**config.mk**
```make
export PLATFORM = sky130hd
export DESIGN_NAME = eth_st_sink
export DESIGN_NICKNAME = d
export VERILOG_FILES = /design/src/rtl/eth_st_sink.sv
export SDC_FILE = /design/constraint.sdc
export NUM_CORES = 1
export LEC_CHECK = 0
export ABC_AREA = 1
export BUFFER_PORTS_ARGS = -buffer_cell sky130_fd_sc_hd__buf_2
export CORE_MARGIN = 4
export CORE_UTILIZATION = 50
export CTS_BUF_LIST = sky130_fd_sc_hd__clkbuf_2 sky130_fd_sc_hd__clkbuf_4 sky130_fd_sc_hd__clkbuf_8
export CTS_CLUSTER_DIAMETER = 40
export DETAILED_ROUTE_END_ITERATION = 10
export GPL_TIMING_DRIVEN = 0
export PLACE_DENSITY = 0.79
export SLEW_MARGIN = 25
export SYNTH_ARGS = -nofsm -noshare
export SYNTH_HDL_FRONTEND = slang
export SYNTH_SLANG_ARGS = --single-unit
```
**constraint.sdc**
```tcl
create_clock -name csi_clk -period 2.65 [get_ports csi_clk]
set_input_delay 0.265 -clock csi_clk [delete_from_list [all_inputs] [get_ports csi_clk]]
set_output_delay 0.265 -clock csi_clk [all_outputs]
set_load 0.005 [all_outputs]
```
**src/rtl/eth_st_sink.sv**
```systemverilog
// eth_st_sink: Avalon-ST packet sink that validates framing on incoming
// 64-bit beats and writes well-formed packets into a downstream FIFO.
// Orphan beats are discarded. Packets cut short by a new SOP are left
// partially written. Over-length packets are truncated, with the EOP bit
// forced on the last word that fits.
//
// Ports
//   csi_clk, rsi_reset_n       clock, async active-low reset
//   asi_ready/valid/data       Avalon-ST sink handshake and 64-bit payload
//   asi_startofpacket          SOP marker for the beat
//   asi_endofpacket            EOP marker for the beat
//   fifo_data, fifo_write      {eop, sop, data} word and its write strobe
//   fifo_almost_full           FIFO has 2 or fewer free words
//   cnt_clear                  synchronous clear of the statistics counters
//   pkt_done, pkt_len          completion pulse and beat count of the last packet
//   pkt_count                  packets completed (wrapping)
//   err_orphan, err_no_eop,    saturating error counters
//   err_trunc
module eth_st_sink #(
  parameter int unsigned MAX_WORDS = 1024
) (
  input  logic        csi_clk,
  input  logic        rsi_reset_n,
  output logic        asi_ready,
  input  logic        asi_valid,
  input  logic [63:0] asi_data,
  input  logic        asi_startofpacket,
  input  logic        asi_endofpacket,
  output logic [65:0] fifo_data,
  output logic        fifo_write,
  input  logic        fifo_almost_full,
  input  logic        cnt_clear,
  output logic        pkt_done,
  output logic [15:0] pkt_len,
  output logic [31:0] pkt_count,
  output logic [7:0]  err_orphan,
  output logic [7:0]  err_no_eop,
  output logic [7:0]  err_trunc
);

  typedef enum logic [1:0] {IDLE, RECV, DROP} state_t;

  localparam logic [16:0] MAX_W17 = 17'(MAX_WORDS);

  state_t      state;
  state_t      next_state;
  logic [15:0] wcnt;
  logic [15:0] next_wcnt;
  logic [16:0] wcnt_inc;
  logic        beat_ok;
  logic        start_pkt;
  logic        do_write;
  logic        wr_eop;
  logic        inc_orphan;
  logic        inc_no_eop;
  logic        inc_trunc;

  assign beat_ok = asi_valid & asi_ready;

  // Beat decode. A beat that opens a new packet (from IDLE, from RECV when
  // EOP was missing, or from DROP when SOP arrives without EOP) is funnelled
  // through start_pkt, so all three cases share one set of rules.
  always_comb begin
    next_state = state;
    next_wcnt  = wcnt;
    do_write   = 1'b0;
    wr_eop     = 1'b0;
    inc_orphan = 1'b0;
    inc_no_eop = 1'b0;
    inc_trunc  = 1'b0;
    start_pkt  = 1'b0;
    wcnt_inc   = {1'b0, wcnt} + 17'd1;
    if (beat_ok) begin
      case (state)
        IDLE: begin
          if (asi_startofpacket) begin
            start_pkt = 1'b1;
          end else begin
            inc_orphan = 1'b1;
            next_state = asi_endofpacket ? IDLE : DROP;
          end
        end
        RECV: begin
          if (asi_startofpacket) begin
            inc_no_eop = 1'b1;
            start_pkt  = 1'b1;
          end else begin
            do_write  = 1'b1;
            next_wcnt = wcnt_inc[15:0];
            if (asi_endofpacket) begin
              wr_eop     = 1'b1;
              next_state = IDLE;
            end else if (wcnt_inc == MAX_W17) begin
              wr_eop     = 1'b1;
              inc_trunc  = 1'b1;
              next_state = DROP;
            end
          end
        end
        DROP: begin
          // SOP+EOP while dropping is swallowed; it only ends the drop.
          if (asi_startofpacket && !asi_endofpacket) begin
            start_pkt = 1'b1;
          end else if (asi_endofpacket) begin
            next_state = IDLE;
          end
        end
        default: next_state = IDLE;
      endcase
      if (start_pkt) begin
        do_write   = 1'b1;
        next_wcnt  = 16'd1;
        wr_eop     = asi_endofpacket;
        next_state = asi_endofpacket ? IDLE : RECV;
      end
    end
  end

  // Ready follows the state being entered, so DROP keeps draining beats
  // even while the FIFO is nearly full. When cnt_clear coincides with an
  // increment, the clear is assigned last and takes effect.
  always_ff @(posedge csi_clk or negedge rsi_reset_n) begin
    if (!rsi_reset_n) begin
      state      <= IDLE;
      wcnt       <= 16'd0;
      asi_ready  <= 1'b0;
      fifo_write <= 1'b0;
      fifo_data  <= 66'd0;
      pkt_done   <= 1'b0;
      pkt_len    <= 16'd0;
      pkt_count  <= 32'd0;
      err_orphan <= 8'd0;
      err_no_eop <= 8'd0;
      err_trunc  <= 8'd0;
    end else begin
      state      <= next_state;
      wcnt       <= next_wcnt;
      asi_ready  <= (next_state == DROP) | ~fifo_almost_full;
      fifo_write <= do_write;
      pkt_done   <= do_write & wr_eop;
      if (do_write) begin
        fifo_data <= {wr_eop, asi_startofpacket, asi_data};
      end
      if (do_write && wr_eop) begin
        pkt_len   <= next_wcnt;
        pkt_count <= pkt_count + 32'd1;
      end
      if (inc_orphan && err_orphan != 8'hFF) begin
        err_orphan <= err_orphan + 8'd1;
      end
      if (inc_no_eop && err_no_eop != 8'hFF) begin
        err_no_eop <= err_no_eop + 8'd1;
      end
      if (inc_trunc && err_trunc != 8'hFF) begin
        err_trunc <= err_trunc + 8'd1;
      end
      if (cnt_clear) begin
        pkt_count  <= 32'd0;
        err_orphan <= 8'd0;
        err_no_eop <= 8'd0;
        err_trunc  <= 8'd0;
      end
    end
  end

endmodule

```
==> results.toml <==
[outcome]
status = "complete, no violations"

[critical_path]
reg2reg_depth = 15
end_kind = "flip-flop"
critPathRequiredTime_ns = 3.00
cp_cell_sequence = "ha_4, nand3_2, nor2_4, nand2_1, nor2_1, nand2_1, nand2_1, nand2_1, nor2_1, nand4_1, nand3_4, nand2_4, clkbuf_4, nand3_1, nand2_1"
cp.depth = 15
cpPeakStageDelay_ns = 0.44
cp_slowest_cell = "dfrtp_1"
arrival_ns = 2.76
cpMostUsedCell = "nand2_1"
worstSetupStartpointType = "flip-flop"
path_delay_family = "simple AND/OR/NAND/NOR gates"
crit_type = "flip-flop to flip-flop"
path_buf_inv = 1
path_max_fanout = 10

[grt]
track_usage = 0.251
antenna_found_initial = 0
grt_max_degree = 82
first_global_vias = 7516
grt_pass1_wl_um = 36200
overflow = 0

[sta]
post-route-period-util = 0.908
min_period_ns = 2.41
skew_ns = 0.0104
fin_hold_ws_ns = 0.0371
fmax_ghz = 0.416
finalHoldViolCount = 0
setup_viol = 0
worst_slew_pin_slew_ns = 0.856
drv_slew = 0
rsz0062_at_grt = "false"
slew_headroom = 0.422

[floorplan]
die-area_um2 = 17700
die_h_um = 133
boundaryPins = 212
rows = 45
initial_core_util = 0.511
die_w_um = 133
coreArea_um2 = 15300

[synth]
synth_common_cells = "nand2_1, dfrtp_1, inv_1"
async_flop_share = 1.00
syn_nets = 1083
ys_seq_area_frac = 0.510
ys_top_cells_by_area = "dfrtp_1, nand2_1, inv_1, nand4_1, nand3_1"
synth_edf_count = 0
yosysWarnings = 0
ys_types = 35
synth_most_common_cell = "nand2_1"
postSynthAreaPerCell_um2 = 7.75
synth.largest_area_cell = "dfrtp_1"
syn_inst = 1007
netlist_area_um2 = 7800
synth_seq_cells = 159
yosysTopAreaCellShare = 0.510
synth-main-ff-cell = "dfrtp_1"

[routing]
wire_per_inst_um = 14.2
drt_first_pass_iters = 5
via_per_inst = 5.04
drt_first_iter_violations = 430
ant_nets = 0
route.vias.total = 7699
drt-total-wl_um = 21700
post-route-drc-count = 0

[cts]
clockBufferDepth = 2
clk_pin_slew_ns = 0.08
h-tree-depth = 4
clock-sinks = 159
clockRootBuffer = "clkbuf_8"
clk_latency_ns = 0.46
cts_tree = "done"
cts_buffers = 17

[job]
max_cap_violations = 0

[power_and_ir_drop]
clockPowerShare = 0.289
swShare = 0.315
power_frac_comb = 0.207
p_int_mw = 4.03
p_leak_nw = 5.65
pwr-share-seq = 0.503
ir_drop_v = 0.000458
p_sw_mw = 1.85
power.density_nw_per_um2 = 576

[cells_and_area]
antennaDiodeCount = 0
final_layout_size_suffix_gt1_frac = 0.212
areaGrowthSynthToFinish_pct = 31.0
post-route-util = 0.670
fin_nets = 1380

[placement]
dp_hpwl_um = 15000
place.port_buffers = 211
place_congestion = 0.958

[min_path]
hold_path.class = "input pin to flip-flop"
hold_path_depth = 3
per-stage QoR:
step / cells / worst slack (ns) / setup TNS (ns) / cell area [um2] / power, mW
final: 1528 / 0.244 / 0 / 10200 / 5.88
after global placement: 1429 / -1.07 / -166.89 / 9120 / 4.03
after floorplan: 1007 / 0.624 / 0 / 7800 / 3.47
after detailed placement: 1430 / 0.159 / 0 / 9160 / 4.07
after CTS: 1521 / 0.131 / 0 / 10100 / 5.84
after global routing: 1528 / 0.00732 / 0 / 10200 / 6.21
final timing paths:
| kind | from | end | slack, ns |
|---|---|---|---|
| worst max-delay path | wcnt[1] | pkt_count[20] | 0.24 |
| worst min-delay path | asi_data[22] | fifo_data[22] | 0.04 |
| worst max register to register | wcnt[1] | pkt_count[20] | 0.24 |
| worst min register to register | fifo_data[53] | fifo_data[53] | 0.47 |
| max in group asynchronous | rsi_reset_n | fifo_data[38] | 1.48 |
| min in group asynchronous | rsi_reset_n | err_no_eop[2] | 0.38 |
power groups by stage:
stage	combinational (mW)	sequential, mW	clock, mW
floorplan	0.470	3.00	0
global placement	1.05	2.98	0
detailed placement	1.09	2.98	0
CTS	1.15	2.95	1.74
global route	1.37	3.00	1.84
finish	1.22	2.96	1.70
state kept, by name (all words and copies together), names as in the netlist, 2 cells and up:
name	count
fifo_data	66
err_no_eop	8
err_orphan	8
pkt_len	16
err_trunc	8
pkt_count	32
wcnt	16
state	2
worst register-to-register path, delay by kind of cell (launching register included):
family | cells | cell delay [ns]
flops | 1 | 0.44
simple gates | 13 | 1.46
buf+inv | 1 | 0.22
fa+ha+maj | 1 | 0.18
per-layer routing:
metal | part of all wire | up-vias | track usage
met5 | 0 | - | 0
met4 | 0.026 | 0 | 0.0982
met3 | 0.072 | 46 | 0.0639
met2 | 0.48 | 282 | 0.415
met1 | 0.42 | 3577 | 0.316
li1 | - | 3794 | -
layout by cell type, fill, tap and decap left out, drive strengths merged, types with 19 or more instances in the layout:
master | synthesis | final
nand2 | 400 | 400
nor2 | 56 | 56
buf | 18 | 236
dfrtp | 159 | 159
nand4 | 46 | 46
dlygate4sd3 | 0 | 60
a21oi | 19 | 19
o21ai | 30 | 30
clkbuf | 19 | 36
nor3 | 29 | 29
inv | 108 | 111
xor2 | 25 | 25
nand3 | 58 | 58
cell type report:
cell class / count / area, um2
Inverter: 108 / 408
Timing Repair Buffer: 279 / 1750
Fill cell: 1228 / 5040
Tap cell: 211 / 264
Sequential cell: 159 / 3980
Clock inverter: 15 / 140
Multi-Input combinational cell: 703 / 3280
Buffer: 36 / 173
Clock buffer: 17 / 234
what timing repair did:
item                       CTS  global route
hold endpoints to repair   136             1
hold buffers                59             1
resized for setup            0            12
buffers inserted             0             7
setup endpoints to repair    0            51
cell families (layout without fill, tap and decap cells):
family                     count (synthesis)  after routing  synth area share
DFF                                      159            159             0.510
and+or+nand+nor                          600            600             0.325
xor gates and xnor gates                  33             33            0.0370
AOI/OAI and AO/OA                         65             65            0.0470
adders and majority gates                  5              5           0.00802
buffers and inverters                    145            455            0.0733
No activity file was read; power rests on OpenSTA's default activity.
